File: config.mk
export PLATFORM = sky130hd
export DESIGN_NAME = input_stream_loader_flat
export DESIGN_NICKNAME = d
export VERILOG_FILES = /design/src/rtl/input_stream_loader_if.sv /design/src/rtl/input_stream_loader.sv /design/src/flat_wrapper.sv
export SDC_FILE = /design/constraint.sdc
export NUM_CORES = 1
export LEC_CHECK = 0
export CAP_MARGIN = 20
export CORE_ASPECT_RATIO = 1.25
export CORE_MARGIN = 1
export CORE_UTILIZATION = 56
export CTS_BUF_LIST = sky130_fd_sc_hd__clkbuf_4
export DETAILED_ROUTE_END_ITERATION = 8
export GPL_ROUTABILITY_DRIVEN = 0
export PLACE_DENSITY_LB_ADDON = 0.1
export SYNTH_ARGS = -nofsm -noshare
export SYNTH_HDL_FRONTEND = slang
export SYNTH_SLANG_ARGS = --single-unit
File: constraint.sdc
create_clock -name clk -period 22.7 [get_ports clk]
set_input_delay 2.27 -clock clk [delete_from_list [all_inputs] [get_ports clk]]
set_output_delay 2.27 -clock clk [all_outputs]
set_load 0.05 [all_outputs]
File: src/rtl/input_stream_loader_if.sv
// Bundle between the host input FIFO read side, the on-chip record stores
// and the input_stream_loader. "master" is the loader's view, "slave" is the
// view of the surrounding FIFO / storage / control logic.
// Optional: INPUT_LOADER_DIMCHK_EN adds the sticky err_bad_dim flag.
interface input_stream_loader_if #(
  parameter int DATA_WIDTH = 11,
  parameter int PATCH_SIZE = 5,
  parameter int LEAF_SIZE  = 8,
  parameter int NUM_LEAVES = 64,
  parameter int NUM_QUERYS = 494
);
  localparam int ADDR_W  = $clog2(NUM_LEAVES);
  localparam int SLOT_W  = $clog2(LEAF_SIZE);
  localparam int QADDR_W = $clog2(NUM_QUERYS);
  localparam int REC_W   = PATCH_SIZE * DATA_WIDTH;

  // Command and FIFO read side
  logic                  load_kdtree;
  logic [DATA_WIDTH-1:0] fifo_rdata;
  logic                  fifo_rempty_n;
  logic                  fifo_deq;

  // Internal node table write port
  logic                  node_wen;
  logic [ADDR_W-1:0]     node_waddr;
  logic [DATA_WIDTH-1:0] node_dim;
  logic [DATA_WIDTH-1:0] node_median;

  // Leaf memory write port
  logic                  leaf_wen;
  logic [ADDR_W-1:0]     leaf_waddr;
  logic [SLOT_W-1:0]     leaf_slot;
  logic [REC_W-1:0]      leaf_data;
  logic [DATA_WIDTH-1:0] leaf_pidx;

  // Query memory write port
  logic                  query_wen;
  logic [QADDR_W-1:0]    query_waddr;
  logic [REC_W-1:0]      query_data;

  // Status
  logic                  kdtree_loaded;
  logic                  queries_loaded;
  logic                  busy;

`ifdef INPUT_LOADER_DIMCHK_EN
  logic                  err_bad_dim;

  modport master (
    input  load_kdtree, fifo_rdata, fifo_rempty_n,
    output fifo_deq,
    output node_wen, node_waddr, node_dim, node_median,
    output leaf_wen, leaf_waddr, leaf_slot, leaf_data, leaf_pidx,
    output query_wen, query_waddr, query_data,
    output kdtree_loaded, queries_loaded, busy, err_bad_dim
  );

  modport slave (
    output load_kdtree, fifo_rdata, fifo_rempty_n,
    input  fifo_deq,
    input  node_wen, node_waddr, node_dim, node_median,
    input  leaf_wen, leaf_waddr, leaf_slot, leaf_data, leaf_pidx,
    input  query_wen, query_waddr, query_data,
    input  kdtree_loaded, queries_loaded, busy, err_bad_dim
  );
`else
  modport master (
    input  load_kdtree, fifo_rdata, fifo_rempty_n,
    output fifo_deq,
    output node_wen, node_waddr, node_dim, node_median,
    output leaf_wen, leaf_waddr, leaf_slot, leaf_data, leaf_pidx,
    output query_wen, query_waddr, query_data,
    output kdtree_loaded, queries_loaded, busy
  );

  modport slave (
    output load_kdtree, fifo_rdata, fifo_rempty_n,
    input  fifo_deq,
    input  node_wen, node_waddr, node_dim, node_median,
    input  leaf_wen, leaf_waddr, leaf_slot, leaf_data, leaf_pidx,
    input  query_wen, query_waddr, query_data,
    input  kdtree_loaded, queries_loaded, busy
  );
`endif

endinterface

File: src/rtl/input_stream_loader.sv
// input_stream_loader: consumer end of the host input FIFO. After a
// load_kdtree pulse it pops the word stream in fixed order (internal nodes,
// leaf patches, query patches), assembles each group into a record and
// issues one write strobe per record.
// Optional: INPUT_LOADER_DIMCHK_EN saturates out-of-range split dimensions
// and raises the sticky err_bad_dim flag.
module input_stream_loader #(
  parameter int DATA_WIDTH = 11,
  parameter int PATCH_SIZE = 5,
  parameter int LEAF_SIZE  = 8,
  parameter int NUM_LEAVES = 64,
  parameter int NUM_QUERYS = 494
) (
  input logic                    clk,
  input logic                    rst,
  input_stream_loader_if.master  bus
);

  localparam int ADDR_W    = $clog2(NUM_LEAVES);
  localparam int SLOT_W    = $clog2(LEAF_SIZE);
  localparam int QADDR_W   = $clog2(NUM_QUERYS);
  localparam int REC_W     = PATCH_SIZE * DATA_WIDTH;
  localparam int WCNT_W    = $clog2(PATCH_SIZE + 1);
  localparam int NUM_NODES = NUM_LEAVES - 1;

  typedef enum logic [2:0] {
    IDLE,
    NODES,
    LEAVES,
    QUERIES,
    DONE
  } state_t;

  state_t state, state_nx;

  logic [WCNT_W-1:0]     word_cnt;   // words of the current group already taken
  logic [ADDR_W-1:0]     node_cnt;
  logic [ADDR_W-1:0]     leaf_cnt;
  logic [SLOT_W-1:0]     slot_cnt;
  logic [QADDR_W-1:0]    query_cnt;
  logic [REC_W-1:0]      sreg;       // newest word enters at the top, element 0 ends in the LSBs

  logic                  active;
  logic                  accept;
  logic                  node_done;
  logic                  leaf_done;
  logic                  query_done;
  logic                  restart;
  logic [DATA_WIDTH-1:0] dim_word;

  assign restart  = bus.load_kdtree;
  assign active   = (state == NODES) || (state == LEAVES) || (state == QUERIES);
  assign bus.fifo_deq = bus.fifo_rempty_n && active;
  assign bus.busy     = active;
  // fifo_deq already requires a valid head word, so it doubles as the accept.
  assign accept   = bus.fifo_deq;

  // Final word of a group is being accepted this cycle.
  assign node_done  = accept && (state == NODES)   && (word_cnt == WCNT_W'(1));
  assign leaf_done  = accept && (state == LEAVES)  && (word_cnt == WCNT_W'(PATCH_SIZE));
  assign query_done = accept && (state == QUERIES) && (word_cnt == WCNT_W'(PATCH_SIZE - 1));

  // After one shift the dimension word of a node sits in the top element.
  assign dim_word = sreg[REC_W-1 -: DATA_WIDTH];

  // State register.
  always_ff @(posedge clk or posedge rst) begin
    // NOTE: all clocked state uses non-blocking assignments so every register
    // samples pre-edge values regardless of block ordering.
    if (rst) state <= IDLE;
    else     state <= state_nx;
  end

  // Next-state decode: a load command restarts from any state.
  always_comb begin
    // NOTE: default assigned first so no path leaves state_nx unassigned (no latch).
    state_nx = state;
    if (restart) begin
      state_nx = NODES;
    end else begin
      case (state)
        IDLE, DONE: state_nx = state;
        NODES:
          if (node_done && (node_cnt == ADDR_W'(NUM_NODES - 1)))
            state_nx = LEAVES;
        LEAVES:
          if (leaf_done && (leaf_cnt == ADDR_W'(NUM_LEAVES - 1)) &&
              (slot_cnt == SLOT_W'(LEAF_SIZE - 1)))
            state_nx = QUERIES;
        QUERIES:
          if (query_done && (query_cnt == QADDR_W'(NUM_QUERYS - 1)))
            state_nx = DONE;
        default: state_nx = IDLE;
      endcase
    end
  end

  // Word assembly and group/record counters; a restart discards partial groups.
  always_ff @(posedge clk or posedge rst) begin
    if (rst) begin
      word_cnt  <= '0;
      node_cnt  <= '0;
      leaf_cnt  <= '0;
      slot_cnt  <= '0;
      query_cnt <= '0;
      // NOTE: the shift register is a handful of flops, not a RAM, so it is
      // reset along with everything else.
      sreg      <= '0;
    end else if (restart) begin
      word_cnt  <= '0;
      node_cnt  <= '0;
      leaf_cnt  <= '0;
      slot_cnt  <= '0;
      query_cnt <= '0;
      sreg      <= '0;
    end else if (accept) begin
      sreg <= {bus.fifo_rdata, sreg[REC_W-1:DATA_WIDTH]};
      if (node_done || leaf_done || query_done) word_cnt <= '0;
      else                                      word_cnt <= word_cnt + 1'b1;
      if (node_done) node_cnt <= node_cnt + 1'b1;
      if (leaf_done) begin
        if (slot_cnt == SLOT_W'(LEAF_SIZE - 1)) begin
          slot_cnt <= '0;
          leaf_cnt <= leaf_cnt + 1'b1;
        end else begin
          slot_cnt <= slot_cnt + 1'b1;
        end
      end
      if (query_done) query_cnt <= query_cnt + 1'b1;
    end
  end

  // Record outputs: one-cycle strobes, address/data held between strobes.
  always_ff @(posedge clk or posedge rst) begin
    if (rst) begin
      bus.node_wen    <= 1'b0;
      bus.node_waddr  <= '0;
      bus.node_dim    <= '0;
      bus.node_median <= '0;
      bus.leaf_wen    <= 1'b0;
      bus.leaf_waddr  <= '0;
      bus.leaf_slot   <= '0;
      bus.leaf_data   <= '0;
      bus.leaf_pidx   <= '0;
      bus.query_wen   <= 1'b0;
      bus.query_waddr <= '0;
      bus.query_data  <= '0;
    end else begin
      bus.node_wen  <= node_done  && !restart;
      bus.leaf_wen  <= leaf_done  && !restart;
      bus.query_wen <= query_done && !restart;
      if (node_done && !restart) begin
        bus.node_waddr  <= node_cnt;
`ifdef INPUT_LOADER_DIMCHK_EN
        bus.node_dim    <= (dim_word >= DATA_WIDTH'(PATCH_SIZE)) ?
                           DATA_WIDTH'(PATCH_SIZE - 1) : dim_word;
`else
        bus.node_dim    <= dim_word;
`endif
        bus.node_median <= bus.fifo_rdata;
      end
      if (leaf_done && !restart) begin
        bus.leaf_waddr <= leaf_cnt;
        bus.leaf_slot  <= slot_cnt;
        bus.leaf_data  <= sreg;
        bus.leaf_pidx  <= bus.fifo_rdata;
      end
      if (query_done && !restart) begin
        bus.query_waddr <= query_cnt;
        bus.query_data  <= {bus.fifo_rdata, sreg[REC_W-1:DATA_WIDTH]};
      end
    end
  end

  // Completion flags. A leaf strobe seen while already in QUERIES can only be
  // the final leaf, so the flag rises the cycle after it; same for queries.
  always_ff @(posedge clk or posedge rst) begin
    if (rst) begin
      bus.kdtree_loaded  <= 1'b0;
      bus.queries_loaded <= 1'b0;
    end else if (restart) begin
      bus.kdtree_loaded  <= 1'b0;
      bus.queries_loaded <= 1'b0;
    end else begin
      if (bus.leaf_wen && (state == QUERIES)) bus.kdtree_loaded  <= 1'b1;
      if (bus.query_wen && (state == DONE))   bus.queries_loaded <= 1'b1;
    end
  end

`ifdef INPUT_LOADER_DIMCHK_EN
  // Sticky flag for a split dimension outside the patch, set with node_wen.
  always_ff @(posedge clk or posedge rst) begin
    if (rst)                                                    bus.err_bad_dim <= 1'b0;
    else if (restart)                                           bus.err_bad_dim <= 1'b0;
    else if (node_done && (dim_word >= DATA_WIDTH'(PATCH_SIZE))) bus.err_bad_dim <= 1'b1;
  end
`endif

endmodule

File: src/flat_wrapper.sv
// flat-port wrapper written by rule: the top's interface ports become plain ports
module input_stream_loader_flat 
#(
  parameter int DATA_WIDTH = 11,
  parameter int PATCH_SIZE = 5,
  parameter int LEAF_SIZE  = 8,
  parameter int NUM_LEAVES = 64,
  parameter int NUM_QUERYS = 494
)
  (clk, rst, bus_load_kdtree, bus_fifo_rdata, bus_fifo_rempty_n, bus_fifo_deq, bus_node_wen, bus_node_waddr, bus_node_dim, bus_node_median, bus_leaf_wen, bus_leaf_waddr, bus_leaf_slot, bus_leaf_data, bus_leaf_pidx, bus_query_wen, bus_query_waddr, bus_query_data, bus_kdtree_loaded, bus_queries_loaded, bus_busy);
  input_stream_loader_if #(.DATA_WIDTH(DATA_WIDTH), .PATCH_SIZE(PATCH_SIZE), .LEAF_SIZE(LEAF_SIZE), .NUM_LEAVES(NUM_LEAVES), .NUM_QUERYS(NUM_QUERYS)) bus_i ();
  input logic clk;
  input logic rst;
  input wire logic [$bits(bus_i.load_kdtree)-1:0] bus_load_kdtree;
  input wire logic [$bits(bus_i.fifo_rdata)-1:0] bus_fifo_rdata;
  input wire logic [$bits(bus_i.fifo_rempty_n)-1:0] bus_fifo_rempty_n;
  output wire logic [$bits(bus_i.fifo_deq)-1:0] bus_fifo_deq;
  output wire logic [$bits(bus_i.node_wen)-1:0] bus_node_wen;
  output wire logic [$bits(bus_i.node_waddr)-1:0] bus_node_waddr;
  output wire logic [$bits(bus_i.node_dim)-1:0] bus_node_dim;
  output wire logic [$bits(bus_i.node_median)-1:0] bus_node_median;
  output wire logic [$bits(bus_i.leaf_wen)-1:0] bus_leaf_wen;
  output wire logic [$bits(bus_i.leaf_waddr)-1:0] bus_leaf_waddr;
  output wire logic [$bits(bus_i.leaf_slot)-1:0] bus_leaf_slot;
  output wire logic [$bits(bus_i.leaf_data)-1:0] bus_leaf_data;
  output wire logic [$bits(bus_i.leaf_pidx)-1:0] bus_leaf_pidx;
  output wire logic [$bits(bus_i.query_wen)-1:0] bus_query_wen;
  output wire logic [$bits(bus_i.query_waddr)-1:0] bus_query_waddr;
  output wire logic [$bits(bus_i.query_data)-1:0] bus_query_data;
  output wire logic [$bits(bus_i.kdtree_loaded)-1:0] bus_kdtree_loaded;
  output wire logic [$bits(bus_i.queries_loaded)-1:0] bus_queries_loaded;
  output wire logic [$bits(bus_i.busy)-1:0] bus_busy;
  assign bus_i.load_kdtree = bus_load_kdtree;
  assign bus_i.fifo_rdata = bus_fifo_rdata;
  assign bus_i.fifo_rempty_n = bus_fifo_rempty_n;
  assign bus_fifo_deq = bus_i.fifo_deq;
  assign bus_node_wen = bus_i.node_wen;
  assign bus_node_waddr = bus_i.node_waddr;
  assign bus_node_dim = bus_i.node_dim;
  assign bus_node_median = bus_i.node_median;
  assign bus_leaf_wen = bus_i.leaf_wen;
  assign bus_leaf_waddr = bus_i.leaf_waddr;
  assign bus_leaf_slot = bus_i.leaf_slot;
  assign bus_leaf_data = bus_i.leaf_data;
  assign bus_leaf_pidx = bus_i.leaf_pidx;
  assign bus_query_wen = bus_i.query_wen;
  assign bus_query_waddr = bus_i.query_waddr;
  assign bus_query_data = bus_i.query_data;
  assign bus_kdtree_loaded = bus_i.kdtree_loaded;
  assign bus_queries_loaded = bus_i.queries_loaded;
  assign bus_busy = bus_i.busy;
  input_stream_loader #(.DATA_WIDTH(DATA_WIDTH), .PATCH_SIZE(PATCH_SIZE), .LEAF_SIZE(LEAF_SIZE), .NUM_LEAVES(NUM_LEAVES), .NUM_QUERYS(NUM_QUERYS)) u_core (.clk(clk), .rst(rst), .bus(bus_i));
endmodule
Word-level counts from Yosys, hierarchy flattened
Index checks and enable logic that the tools add are counted.
Word-level totals
  bits in registers: 257
  word-level logic and storage cells: 104
  bits of input ports: 15
  output and inout port bits: 174
Operators by class
  mux-type cells: 28
  reduce and logical (&&, ||, !) cells: 35
  add/subtract/negate cells: 5
  equal/unequal tests: 15
Operator list (number)
  2-to-1 mux 55 bit: 2
  2-to-1 mux 6 bit: 7
  2-to-1 mux 3 bit: 11
  2-to-1 mux 9 bit: 3
  logical AND 1 bit: 16
  nonzero test 2 bit: 7
  adder 6 x 1 -> 6 bit (second input constant): 2
  equality test 3 bit (second input constant): 4
  equality test 6 bit (second input constant): 2
  case mux 3 bit (4 select lines): 1
  adder 9 x 1 -> 9 bit (second input constant): 1
  equality test 9 bit (second input constant): 1
  != test 3 bit (second input constant): 3
  adder 3 x 1 -> 3 bit (second input constant): 2
  equality test 3 x 1 -> 1 bit (second input constant): 2
  equality test 3 x 2 -> 1 bit (second input constant): 2
  AND reduction 2 bit: 3
  logical OR 1 bit: 4
  2-to-1 mux 1 bit: 4
  AND reduction 4 bit: 1
  logical NOT 3 bit: 1
  AND reduction 3 bit: 1
  != test 2 bit (second input constant): 1
  OR reduction 2 bit: 1
  logical NOT 1 bit: 1

Depth between registers and ports, before layout
Gate-level depths: netlist (run 1).
  word-level depth: 11
  mapped depth: 9
  depth with buffers taken out: 6

Worst setup path after synthesis (run 1)
OpenSTA, ideal clock, no wires.
  path type: input to output
  from: in bus_fifo_rempty_n
  to: out bus_fifo_deq
  data arrival time: 3.029 ns
  data required time: 20.430 ns
  stages: 3
  path buffers: 1
  slack: 17.401 ns
  cell sequence: nand2_1 -> inv_1 -> clkbuf_1
On the way
  longest elaborated chain between the ends: 1
RTL lines
  start, declared: RTL line flat_wrapper.sv:16  | input wire logic [$bits(bus_i.fifo_rempty_n)-1:0] bus_fifo_rempty_n;
  logical AND 1 bit: RTL line input_stream_loader.sv:53  | assign bus.fifo_deq = bus.fifo_rempty_n && active;
  end, declared: RTL line flat_wrapper.sv:17  | output wire logic [$bits(bus_i.fifo_deq)-1:0] bus_fifo_deq;
No other way between the ends.

Final worst setup path (run 1)
Ends and elaborated chain as after synthesis.

==> impl_metrics.toml, run 1 <==
[run_status]
outcome = "finished, final reports clean"

[floorplanning]
core_um2 = 18030
die-width_um = 123.2
die_h_um = 153.5
floorplan.die_area_um2 = 18910
fp-row-count = 55
initial_core_utilization = 0.5702
design.portCount = 189

[worst_hold_path]
min-delay-path-class = "flip-flop to flip-flop"
end_of_the_worst_hold_path = "u_core.bus.query_waddr[0]"
hold_path.startpoint = "u_core.bus.query_waddr[0]"
whs_path_depth = 1

[synthesis]
ys_seq_elements = 257
synth-adder-area-share = 0.01217
postSynthAreaPerCell_um2 = 13.13
yosys.area_share.simple = 0.08995
number_of_warning_messages_in_the_yosys_log = 0
synth_sequential_area_ratio = 0.6256
post_synth_num_cell_types = 48
synth_compound_area_frac = 0.03846
postSynthCellCount = 783
combinational_family_with_the_most_area_after_synthesis = "multiplexers"
syn_nets = 808
synth_xor_xnor_area_share = 0.01193
synthMuxAreaShare = 0.1904
syn-cell-area_um2 = 10280

[sta]
worst_slew_margin_rel = 0.3519
final_period_minus_worst_setup_slack_ns = 7.322
post-route-period-util = 0.3226
setup_ws_ns = 15.38
clock-skew-final_ns = 0.03484
rsz0062_at_grt = "no"
holdWs_ns = 0.4939
timing_worst_slew_pin_value_ns = 0.9707
setup_viol = 0
max_freq_ghz = 0.1366
report.final.slew_viol_count = 0
hold_viol = 0
setup_total_negative_slack_ns = 0

[clock_network]
number_of_buffers_inserted_to_repair_setup_after_cts = 0
cts_root_buffer = "sky130_fd_sc_hd__clkbuf_4"
clkLatencyLatePin_ns = 0.68
tritoncts.num_buffers = 61
max-clock-path-buffers = 3
ctsHoldBuffers = 0
tritoncts_num_sinks = 257
tritoncts = "yes"
cts_max_level = 2
postCtsResizedCells = 0
clk_transition_reported_paths_ns = 0.06

[global_routing]
grt_max_degree = 99
global_route.usage.total = 0.2544
grt_first_pass_wirelength_mm = 37.30
grt_remaining_overflow = 0
grt_pass1_vias = 7126
antenna_found_initial = 1

[detailed_routing]
drt_wl_total_mm = 22.54
detailroute.wirelength.met3_mm = 1.203
initialDrtViolationCount = 362
dr_total_vias = 6870
post_drt_via_cell_ratio = 5.397
drt_pass1_iterations = 4
drc_markers = 0
route.detailed.wl_per_inst_um = 17.71
drt.antenna.violating_nets = 0
wl_met1_mm = 9.184
met2RoutedLength_mm = 11.53
routed.top_layer = "met4"

[critical_path]
worst_setup_path_start_kind = "primary input"
critical_path_arrival_ns = 5.05
critical-path-top-cell-by-count = "sky130_fd_sc_hd__clkdlybuf4s50_1"
crit_type = "primary input to output pin"
critPathRequiredTime_ns = 20.43
ff2ff_setup_slack_ns = 19.74
critical_path_peak_fanout = 57
critical_path.cell_chain = "clkdlybuf4s50_1 > nand2_2 > buf_4 > inv_2 > clkdlybuf4s50_1"
end_of_the_worst_register_to_register_path = "u_core.bus.query_data[7]"
timing.reg2reg.worst_path_depth = 6
cp_slowest_cell = "sky130_fd_sc_hd__clkdlybuf4s50_1"
worst_r2r_startpoint = "u_core.word_cnt[0]"
nature_of_the_critical_path_endpoint = "output pin"
crit_path_max_incr_delay_ns = 0.97

[final_layout]
fraction_of_final_layout_cells_sized_beyond_drive_strength_1 = 0.2692
final_cell_mix = "257 x sky130_fd_sc_hd__dfrtp_1, 187 x sky130_fd_sc_hd__clkdlybuf4s50_1, 157 x sky130_fd_sc_hd__mux2_2"
nFillCells = 1258
finalNonFillerCells = 1273
final_design_area_no_fill_um2 = 13020
layout-area-overhead-vs-synth_pct = 26.69
commonest_non_fill_non_tap_cell_in_the_layout = "sky130_fd_sc_hd__dfrtp_1"
final_nets = 1020

[pwr]
share_seq_of_total_power = 0.507
internal_power_uw = 695.0
power.net_switching_uw = 256.0
cellPowerDensity_nw_per_um2 = 73.02
swShare = 0.2692
total_leakage_power_uw = 0.006035
p_comb_frac = 0.112
vdd.ir_drop.worst_uv = 55.64
clkPwrFrac = 0.381

[placed_design]
port-buffer-count = 188
total_instance_count_after_detailed_placement = 1159
dp_hpwl_mm = 14.75
dp_worst_setup_slack_ns = 15.37
placedInstanceArea_um2 = 12220

[job]
max_cap_violations = 0
cells by family after synthesis:
| kind of cell | after synthesis |
|---|---|
| flops | 257 |
| fa+ha+maj | 10 |
| simple gates | 202 |
| buf+inv | 55 |
| xor+xnor | 14 |
| mux | 171 |
| compound gates | 74 |
power groups by stage:
stage	combinational [µW]	clock, µW	sequential, µW
after detailed placement	107	0	491
after CTS	108	373	482
after floorplan	30.7	0	529
after global routing	113	398	484
after global placement	105	0	490
final	107	362	482
Yosys cell counts (all sizes together):
cell,n,area (µm²)
a211o,1,8.760
a211oi,1,7.510
a21oi,63,315.3
a22o,1,8.760
a22oi,1,7.510
a31oi,2,12.51
and2b,1,7.510
and3,1,6.260
and4b,1,10.01
buf,30,229.0
clkbuf,16,61.30
dfrtp,257,6431
ha,10,125.1
inv,9,33.78
mux2,169,1937
mux2i,2,20.02
nand2,123,464.2
nand2b,2,12.51
nand3,11,67.57
nand3b,3,35.03
nand4,5,31.28
nand4b,1,8.760
nor2,27,103.9
nor2b,3,18.77
nor3,11,66.32
nor4,6,43.79
o211ai,1,7.510
o21ai,2,10.01
o21ba,1,10.01
o31ai,1,7.510
or3,4,25.02
or3b,1,8.760
or4,2,15.01
xnor2,12,105.1
xor2,2,17.52
through the flow:
stage | total power, µW | util
CTS | 963.2 | 0.7207
detailed placement | 598.1 | 0.6777
finish | 951.0 | 0.7223
global route | 995.4 | 0.7223
global placement | 595.0 | 0.6777
floorplan | 560.1 | -
routing by layer:
| layer | vias to the layer above | GRT usage |
|---|---|---|
| li1 | 3149 | - |
| met3 | 36 | 0.06418 |
| met2 | 200 | 0.4209 |
| met1 | 3485 | 0.3157 |
| met4 | 0 | 0.1050 |
| met5 | - | 0 |
critical path, delay by kind of cell:
| kind | cells | cell delay (ns) |
|---|---|---|
| buffers and inverters | 4 | 2.67 |
| and+or+nand+nor | 1 | 0.06 |
sequential cells by signal (all words and copies together) (netlist names), 9 cells and up:
name and flops:
u_core.query_cnt 9, u_core.bus.node_median 11, u_core.bus.query_data 55, u_core.bus.query_waddr 9
u_core.sreg 55, u_core.bus.node_dim 11, u_core.bus.leaf_pidx 11, u_core.bus.leaf_data 55
worst max path at each step:
stage	from	end
after floorplan	rst	u_core.bus.kdtree_loaded
final	bus_fifo_rempty_n	bus_fifo_deq
after global placement	bus_fifo_rempty_n	bus_fifo_deq
after global routing	bus_fifo_rempty_n	bus_fifo_deq
after CTS	bus_fifo_rempty_n	bus_fifo_deq
after detailed placement	bus_fifo_rempty_n	bus_fifo_deq
area by class of cell:
class | count | area, µm² | area share
diodes | 1 | 2.502 | 0.0001921
clock buffers | 94 | 705.7 | 0.05418
flip-flops and latches | 257 | 6431 | 0.4938
repair buffers | 195 | 1952 | 0.1499
well taps | 228 | 285.3 | 0.02190
clock inverters | 18 | 68.82 | 0.005284
multi-input cells | 471 | 3537 | 0.2716
inverters | 9 | 41.29 | 0.003170
No activity file was read; power rests on OpenSTA's default activity.
==> run 2: changes to the inputs <==
- CORE_UTILIZATION: 56 -> 49
- clock period: 22.7 -> 6.5 ns (I/O delays scaled with it)
==> impl_metrics.toml, run 2 (synthesis gave the netlist of run 1 again) <==
[run_status]
outcome = "finished, final reports clean"

[critical_path]
critical_path_peak_fanout = 57
nature_of_the_critical_path_endpoint = "output pin"
cp_slowest_cell = "sky130_fd_sc_hd__clkdlybuf4s50_1"
path_buf_inv = 2
critical-path-top-delay-family = "buffers and inverters"
critPathLaunch = "u_core.state[2]"
critical_path.cell_chain = "o21ba_2 > nand2_2 > inv_2 > clkdlybuf4s50_1"
worst_r2r_startpoint = "u_core.word_cnt[1]"
crit_type = "flip-flop to output pin"
critical_path_arrival_ns = 3.15
crit_path_max_incr_delay_ns = 0.97
critPathRequiredTime_ns = 5.85
worst_setup_path_start_kind = "flip-flop"

[final_layout]
postLayoutCoreUtil = 0.6387
final_nets = 1022
finalNonFillerCells = 1302
fraction_of_final_layout_cells_sized_beyond_drive_strength_1 = 0.2595
commonest_non_fill_non_tap_cell_in_the_layout = "sky130_fd_sc_hd__dfrtp_1"
final_cell_mix = "257 x sky130_fd_sc_hd__dfrtp_1, 187 x sky130_fd_sc_hd__clkdlybuf4s50_1, 157 x sky130_fd_sc_hd__mux2_2"
leading_registers_by_flop_count = "u_core.bus.leaf_data (55), u_core.bus.query_data (55), u_core.sreg (55)"
layout-area-overhead-vs-synth_pct = 26.24

[clock_network]
tritoncts = "yes"
cts_root_buffer = "sky130_fd_sc_hd__clkbuf_4"
clkLatencyLatePin_ns = 0.66
tritoncts_num_sinks = 257
ctsHoldBuffers = 0
max-clock-path-buffers = 3
cts_max_level = 2
tritoncts.num_buffers = 61
postCtsResizedCells = 0
clk_transition_reported_paths_ns = 0.07
number_of_buffers_inserted_to_repair_setup_after_cts = 0

[detailed_routing]
drc_markers = 0
post_drt_via_cell_ratio = 5.217
route.detailed.wl_per_inst_um = 17.57
drt_wl_total_mm = 22.88
initialDrtViolationCount = 399
drt.antenna.violating_nets = 0
drt_pass1_iterations = 4
dr_total_vias = 6792

[global_routing]
grt_remaining_overflow = 0
grt_pass1_vias = 7105
grt_first_pass_wirelength_mm = 36.92
global_route.usage.total = 0.2162
grt_max_degree = 120
antenna_found_initial = 1

[pwr]
total_leakage_power_uw = 0.005964
cellPowerDensity_nw_per_um2 = 246.6
vdd.ir_drop.worst_uv = 160.0

[placed_design]
port-buffer-count = 188
dp_worst_setup_slack_ns = 2.774
total_instance_count_after_detailed_placement = 1204
dp_hpwl_mm = 15.15

[sta]
setup_viol = 0
report.final.slew_viol_count = 0
timing_worst_slew_pin_value_ns = 0.9778
clock-skew-final_ns = 0.02910
hold_viol = 0
post-route-period-util = 0.5838
setup_total_negative_slack_ns = 0
final_period_minus_worst_setup_slack_ns = 3.795
worst_slew_margin_rel = 0.3481
rsz0062_at_grt = "no"
setup_ws_ns = 2.705
max_freq_ghz = 0.2635

[job]
max_cap_violations = 0

[floorplanning]
initial_core_utilization = 0.5059
die-width_um = 131.6
die_h_um = 163.9
fp-row-count = 58
design.portCount = 189
floorplan.die_area_um2 = 21570
core_um2 = 20320

[worst_hold_path]
min-delay-path-class = "primary input to asynchronous set/reset pin"
run 2: cell count changes in the layout (fill, tap and decap cells not counted), sizes merged:
| cell | change |
|---|---|
| buf | +2 |
| inv | -2 |
| clkinvlp | +1 |
| clkbuf | -15 |
| clkinv | -1 |
| diode | +2 |
run 2: worst reg2reg max path, stage by stage (launching register included):
cell,delay (ns)
sky130_fd_sc_hd__dfrtp_1,0.41
sky130_fd_sc_hd__inv_1,0.09
sky130_fd_sc_hd__ha_1,0.21
sky130_fd_sc_hd__and4b_1,0.36
sky130_fd_sc_hd__nand2_2,0.15
sky130_fd_sc_hd__nor2_4,0.38
sky130_fd_sc_hd__buf_12,0.26
sky130_fd_sc_hd__buf_4,0.45
sky130_fd_sc_hd__mux2_2,0.40
run 2: layer usage:
metal  share of wire  global-route usage
met5               0                   0
met4           0.022             0.08245
met3           0.053             0.05309
met2            0.53              0.3824
met1            0.40              0.2545
run 2: layout make-up:
cell class | count | area (µm²)
fillers | 1581 | 7342
flip-flops and latches | 257 | 6431
multi-input cells | 471 | 3537
repair buffers | 197 | 1972
clock buffers | 79 | 593.1
well taps | 270 | 337.8
clock inverters | 16 | 61.31
inverters | 9 | 37.54
diodes | 3 | 7.507
run 2: where the power goes:
part	switching [µW]	leakage (µW)	total (µW)	internal, µW
logic	252	0.00202	374	122
clock network	585	0.000391	1140	556
registers	36.0	0.00355	1680	1650
run 2: per-stage QoR:
step	hold slack [ns]	power, µW	area, µm²
2_1_floorplan	0.4792	1957	10280
3_3_place_gp	0.4721	2084	12300
3_5_place_dp	0.4785	2091	12320
4_1_cts	0.3032	3250	12970
5_1_grt	0.3299	3348	12980
6_report	0.3457	3200	12980
run 2: final timing paths:
| check | end | slack [ns] | cells past startpoint |
|---|---|---|---|
| max | bus_fifo_deq | 2.70 | 4 |
| min | u_core.bus.query_data[54] | 0.35 | 2 |
| max reg2reg | u_core.bus.leaf_data[48] | 3.67 | 8 |
| min reg2reg | u_core.bus.query_waddr[0] | 0.49 | 1 |
| max in group asynchronous | u_core.bus.query_data[3] | 4.30 | 4 |
| min in group clk | u_core.bus.leaf_wen | 0.46 | 3 |
==> variant 1, RTL diff (flow settings as in run 2) <==
`LEAF_SIZE` is set to 8 in 3 places; all go to 32.
--- a/src/rtl/input_stream_loader_if.sv
+++ b/src/rtl/input_stream_loader_if.sv
@@ -5,7 +5,7 @@
 interface input_stream_loader_if #(
   parameter int DATA_WIDTH = 11,
   parameter int PATCH_SIZE = 5,
-  parameter int LEAF_SIZE  = 8,
+  parameter int LEAF_SIZE  = 32,
   parameter int NUM_LEAVES = 64,
   parameter int NUM_QUERYS = 494
 );
--- a/src/rtl/input_stream_loader.sv
+++ b/src/rtl/input_stream_loader.sv
@@ -7,7 +7,7 @@
 module input_stream_loader #(
   parameter int DATA_WIDTH = 11,
   parameter int PATCH_SIZE = 5,
-  parameter int LEAF_SIZE  = 8,
+  parameter int LEAF_SIZE  = 32,
   parameter int NUM_LEAVES = 64,
   parameter int NUM_QUERYS = 494
 ) (
--- a/src/flat_wrapper.sv
+++ b/src/flat_wrapper.sv
@@ -3,7 +3,7 @@
 #(
   parameter int DATA_WIDTH = 11,
   parameter int PATCH_SIZE = 5,
-  parameter int LEAF_SIZE  = 8,
+  parameter int LEAF_SIZE  = 32,
   parameter int NUM_LEAVES = 64,
   parameter int NUM_QUERYS = 494
 )
Ports: changed (resized bus_leaf_slot); port bits go from 189 to 191. The function was not compared with the original's and may differ.
==> variant 1 against run 2 <==
Hold slack improved by 160 ps; sequential cell count increased by 4; final area increased by 2.9%; total power increased by 5.0%; area after synthesis increased by 2.7%; maximum frequency decreased by 4.7%; routed wire length increased by 2.4%; worst setup slack got worse by 190 ps; highest routed layer unchanged.
==> variant 1: results (changes against run 2) <==
Aggregate global-route resource usage: 22.1% (+0.51 points)
DRT iter0 DRCs: 378 (-5.3%)
Number of clock buffers in the layout: 93 (+18%)
Post-route cell area: 0.0134 mm² (+2.9%)
VDD IR max: 0.223 mV (+39%)
Final cell count without fillers: 1329 (+2.1%)
Peak fanout along the critical path: 60 (+5.3%)
Skew-Pair Late Insertion Delay: 640 ps (-20 ps)
Setup slack on the worst flop-to-flop path: 2950 ps (-720 ps)
Sequential cell area share: 48.9% (-0.65 points)
Synth top area cells: dfrtp_1 (62%), mux2_2 (14%), mux2_4 (5.1%)
Layout cells sized above 1: 27.1% (+1.2 points)
Post-synth cell types: 47 (-2.1%)
Clock network area share: 5.60% (+0.56 points)
Port bufs: 190 (+1.1%)
Status: finished clean
Final hold slack: 502 ps (+156 ps)
Drt wl/cell: 17.6 µm (+0.31%)
NonClk Buf Share: 14.9% (-0.34 points)
Vias in the first global route: 7258 (+2.2%)
Max incr delay on CP: 920 ps (-50 ps)
Fillers: 1742 (+10%)
Arr. time, crit path: 3330 ps (+180 ps)
Layout Nets: 1043 (+2.1%)
Number of H-tree levels: 3 (+1)
CTS buffer count: 66 (+8.2%)
RR Startpoint: u_core.state[2]$_DFFE_PP0P_
Largest net degree at the start of global routing: 188 (+57%)
Multi-input gate share of the layout cell area: 27.7% (+0.46 points)
Relative slew margins: 28.4% (-6.4 points)
Static leakage: 6.29 nW (+5.6%)
-- variant 1: cell count changes in the layout (fill, tap and decap cells not counted), moves of 5 or more --
cell,change
and3_1,+5
clkbuf_4,+14
clkinv_1,-9
mux2_2,-23
mux2_4,+27
nand2_1,+5
nor2_1,-9
o21ai_0,+6
-- variant 1: metal layers --
metal / part of all wire [%] / track usage, %
met3: 7.0 / 6.75
met1: 44 / 28.9
met5: 0 / 0
met4: 1.5 / 7.71
met2: 48 / 35.0
-- variant 1: how the worst max path moves through the flow --
stage	from	endpoint	slack, ps	depth (start not counted)
floorplan	rst	u_core.bus.kdtree_loaded$_DFFE_PP0P_	2410	1
global placement	bus_fifo_rempty_n	u_core.bus.leaf_data[29]$_DFFE_PP0P_	2410	8
detailed placement	bus_fifo_rempty_n	u_core.bus.leaf_data[21]$_DFFE_PP0P_	2350	8
CTS	u_core.state[2]$_DFFE_PP0P_	bus_fifo_deq	2450	6
global route	u_core.state[2]$_DFFE_PP0P_	bus_fifo_deq	2340	6
finish	u_core.state[2]$_DFFE_PP0P_	bus_fifo_deq	2520	6
-- variant 1: logic make-up after synthesis --
kind of cell | count (synthesis) | synth area share (%)
flip-flops | 261 | 61.9
AND/OR/NAND/NOR | 198 | 8.57
multiplexers | 170 | 19.4
AO/OA/AOI/OAI | 91 | 4.82
buffers and inverters | 59 | 3.13
XOR/XNOR | 12 | 0.996
adder cells (fa/ha/maj) | 10 | 1.19
-- variant 1: power groups by stage --
stage                     sequential, mW  combinational, mW  clock (mW)
after floorplan                     1.88              0.109           0
after global placement              1.74              0.383           0
after detailed placement            1.74              0.383           0
after CTS                           1.71              0.384        1.32
after global routing                1.71              0.403        1.40
final                               1.71              0.380        1.27
==> variant 2, RTL diff (config.mk and constraints of run 2) <==
Made on the original files. Encoding of `state_t`: now Gray code (3 bits for 5 states).
--- a/src/rtl/input_stream_loader.sv
+++ b/src/rtl/input_stream_loader.sv
@@ -24,11 +24,11 @@
   localparam int NUM_NODES = NUM_LEAVES - 1;
 
   typedef enum logic [2:0] {
-    IDLE,
-    NODES,
-    LEAVES,
-    QUERIES,
-    DONE
+    IDLE    = 3'b000,
+    NODES   = 3'b001,
+    LEAVES  = 3'b011,
+    QUERIES = 3'b010,
+    DONE    = 3'b110
   } state_t;
 
   state_t state, state_nx;
Function: same outputs for any inputs over 4 cycles, from zero or initial values and one cycle with rst high; so few cycles prove little.
==> variant 2 against run 2 <==
Critical endpoint unchanged; worst setup slack got worse by 620 ps; routed wire length rose by 0.99%; area after synthesis barely moved; sequential cell count did not move; largest power group unchanged; critical path depth rose by 1; register-to-register slack got worse by 190 ps; total power rose by 4.3%; clock skew rose by 3.1 ps; via count rose by 1.4%; final area rose by 0.88%; utilization rose by 0.56 points; global-route usage rose by 0.78 points.
==> variant 2: results (changes against run 2) <==
Combinational power: 0.365 mW (-2%)
Actual slew at the worst max-slew pin: 1090 ps (+108 ps)
Multiplexer area fraction after synthesis: 18.4% (-0.62 points)
Initial antenna violation count: 1 (unchanged)
Adder-cell area share of the yosys netlist: 1.22% (about the same)
Switching Fraction: 26.6% (-0.72 points)
Skew-Pair Late Insertion Delay: 680 ps (+20 ps)
Arr. time, crit path: 3760 ps (+610 ps)
Post-synth cell types: 46 (-4.2%)
Clock Skew: 32.3 ps (+3.15 ps)
Port bufs: 188 (unchanged)
Number of H-tree levels: 2 (unchanged)
CP top delay family: buffers and inverters
Final setup fails: 0 (unchanged)
Cells on Worst Hold Path: 1
Setup slack on the worst flop-to-flop path: 3480 ps (-190 ps)
Syn nets: 812 (+0.50%)
Largest net degree at the start of global routing: 204 (+70%)
Aggregate global-route resource usage: 22.4% (+0.78 points)
Async SR Flop Fraction: 100% (unchanged)
DRT Pass-1 Iters: 4 (unchanged)
Regs by FF count: u_core.bus.leaf_data (55), u_core.bus.query_data (55), u_core.sreg (55)
Clock sinks: 257 (unchanged)
Synth top area cells: dfrtp_1 (63%), mux2_2 (13%), mux2_1 (4.9%)
Part of the Yosys area used for sequential elements: 62.6% (about the same)
FF-to-FF path depth: 5 (-3)
Post-DP HPWL: 14800 µm (-2.1%)
Status: finished clean
Worst min-delay path startpoint: u_core.bus.leaf_waddr[1]$_DFFE_PP0P_
CTS-repair resized insts: 0 (unchanged)
Hold Path End: u_core.bus.leaf_waddr[1]$_DFFE_PP0P_
Layout cells sized above 1: 22.6% (-3.4 points)
Static leakage: 6.06 nW (+1.6%)
VDD IR max: 0.193 mV (+21%)
Area fraction in compound gates after synthesis: 4.44% (+0.60 points)
Peak fanout along the critical path: 58 (+1.8%)
Worst Hold Class: register to register
First-pass GRT wire length: 38300 µm (+3.7%)
Drt wl/cell: 17.5 µm (-0.24%)
Worst R2R End: u_core.bus.query_waddr[1]$_DFFE_PP0P_
RR Startpoint: u_core.state[1]$_DFFE_PP0P_
Vias in the first global route: 7317 (+3.0%)
Primary FF master, synth: dfrtp_1
Fillers: 1624 (+2.7%)
Yosys warns: 0 (unchanged)
Post-synth top cells: dfrtp_1 (257), mux2_2 (123), nand2_1 (120)
CTS buffer count: 60 (-1.6%)
Clk slew on worst S/H paths: 60 ps
Vias post-DR: 6884 (+1.4%)
XOR/XNOR share of the synthesized area: 1.36% (+0.17 points)
Layout Nets: 1022 (unchanged)
Total clock network power: 1.29 mW (+13%)
DRT iter0 DRCs: 432 (+8.3%)
Internal power: 2.45 mW (+5.4%)
==> variant 2: cell count changes after synthesis, moves of 3 or more <==
| cell | run 2 | this run |
|---|---|---|
| a21oi_1 | 63 | 60 |
| a31oi_1 | 2 | 5 |
| mux2_1 | 3 | 45 |
| mux2_2 | 157 | 123 |
| mux2_4 | 9 | 0 |
| or3_1 | 4 | 0 |
==> variant 2: final cells by class <==
class,instances,share of cell area (%)
well taps,270,2.58
clock buffers,93,5.33
diodes,3,0.0573
clock inverters,17,0.717
inverters,10,0.315
repair buffers,194,14.8
flip-flops and latches,257,49.1
multi-input cells,474,27.1
==> variant 2: layer usage <==
metal  track usage [%]  part of all wire [%]  up-vias
li1                  -                     -     3185
met3              6.27                   5.8       32
met4              7.40                   1.6        0
met5                 0                     0        -
met2              37.0                    50      193
met1              28.6                    43     3474
==> variant 2: metrics by stage <==
stage                     hold slack (ps)  util, %  instance area (µm²)  setup WS (ps)  cells
final                                 483     64.4                13100           2090   1318
after global routing                  504     64.4                13100           1910   1318
after CTS                             488     64.4                13100           2110   1315
after detailed placement              474     60.5                12300           2120   1205
after global placement                468     60.5                12300           2160   1205
after floorplan                       464        -                10300           2460    787
==> variant 2: worst max path at each step <==
stage / from / end / slack [ps] / cells past startpoint
floorplan: rst / u_core.bus.kdtree_loaded$_DFFE_PP0P_ / 2460 / 1
global placement: bus_fifo_rempty_n / bus_fifo_deq / 2160 / 5
detailed placement: bus_fifo_rempty_n / bus_fifo_deq / 2120 / 5
CTS: bus_fifo_rempty_n / bus_fifo_deq / 2110 / 5
global route: bus_fifo_rempty_n / bus_fifo_deq / 1910 / 5
finish: bus_fifo_rempty_n / bus_fifo_deq / 2090 / 5
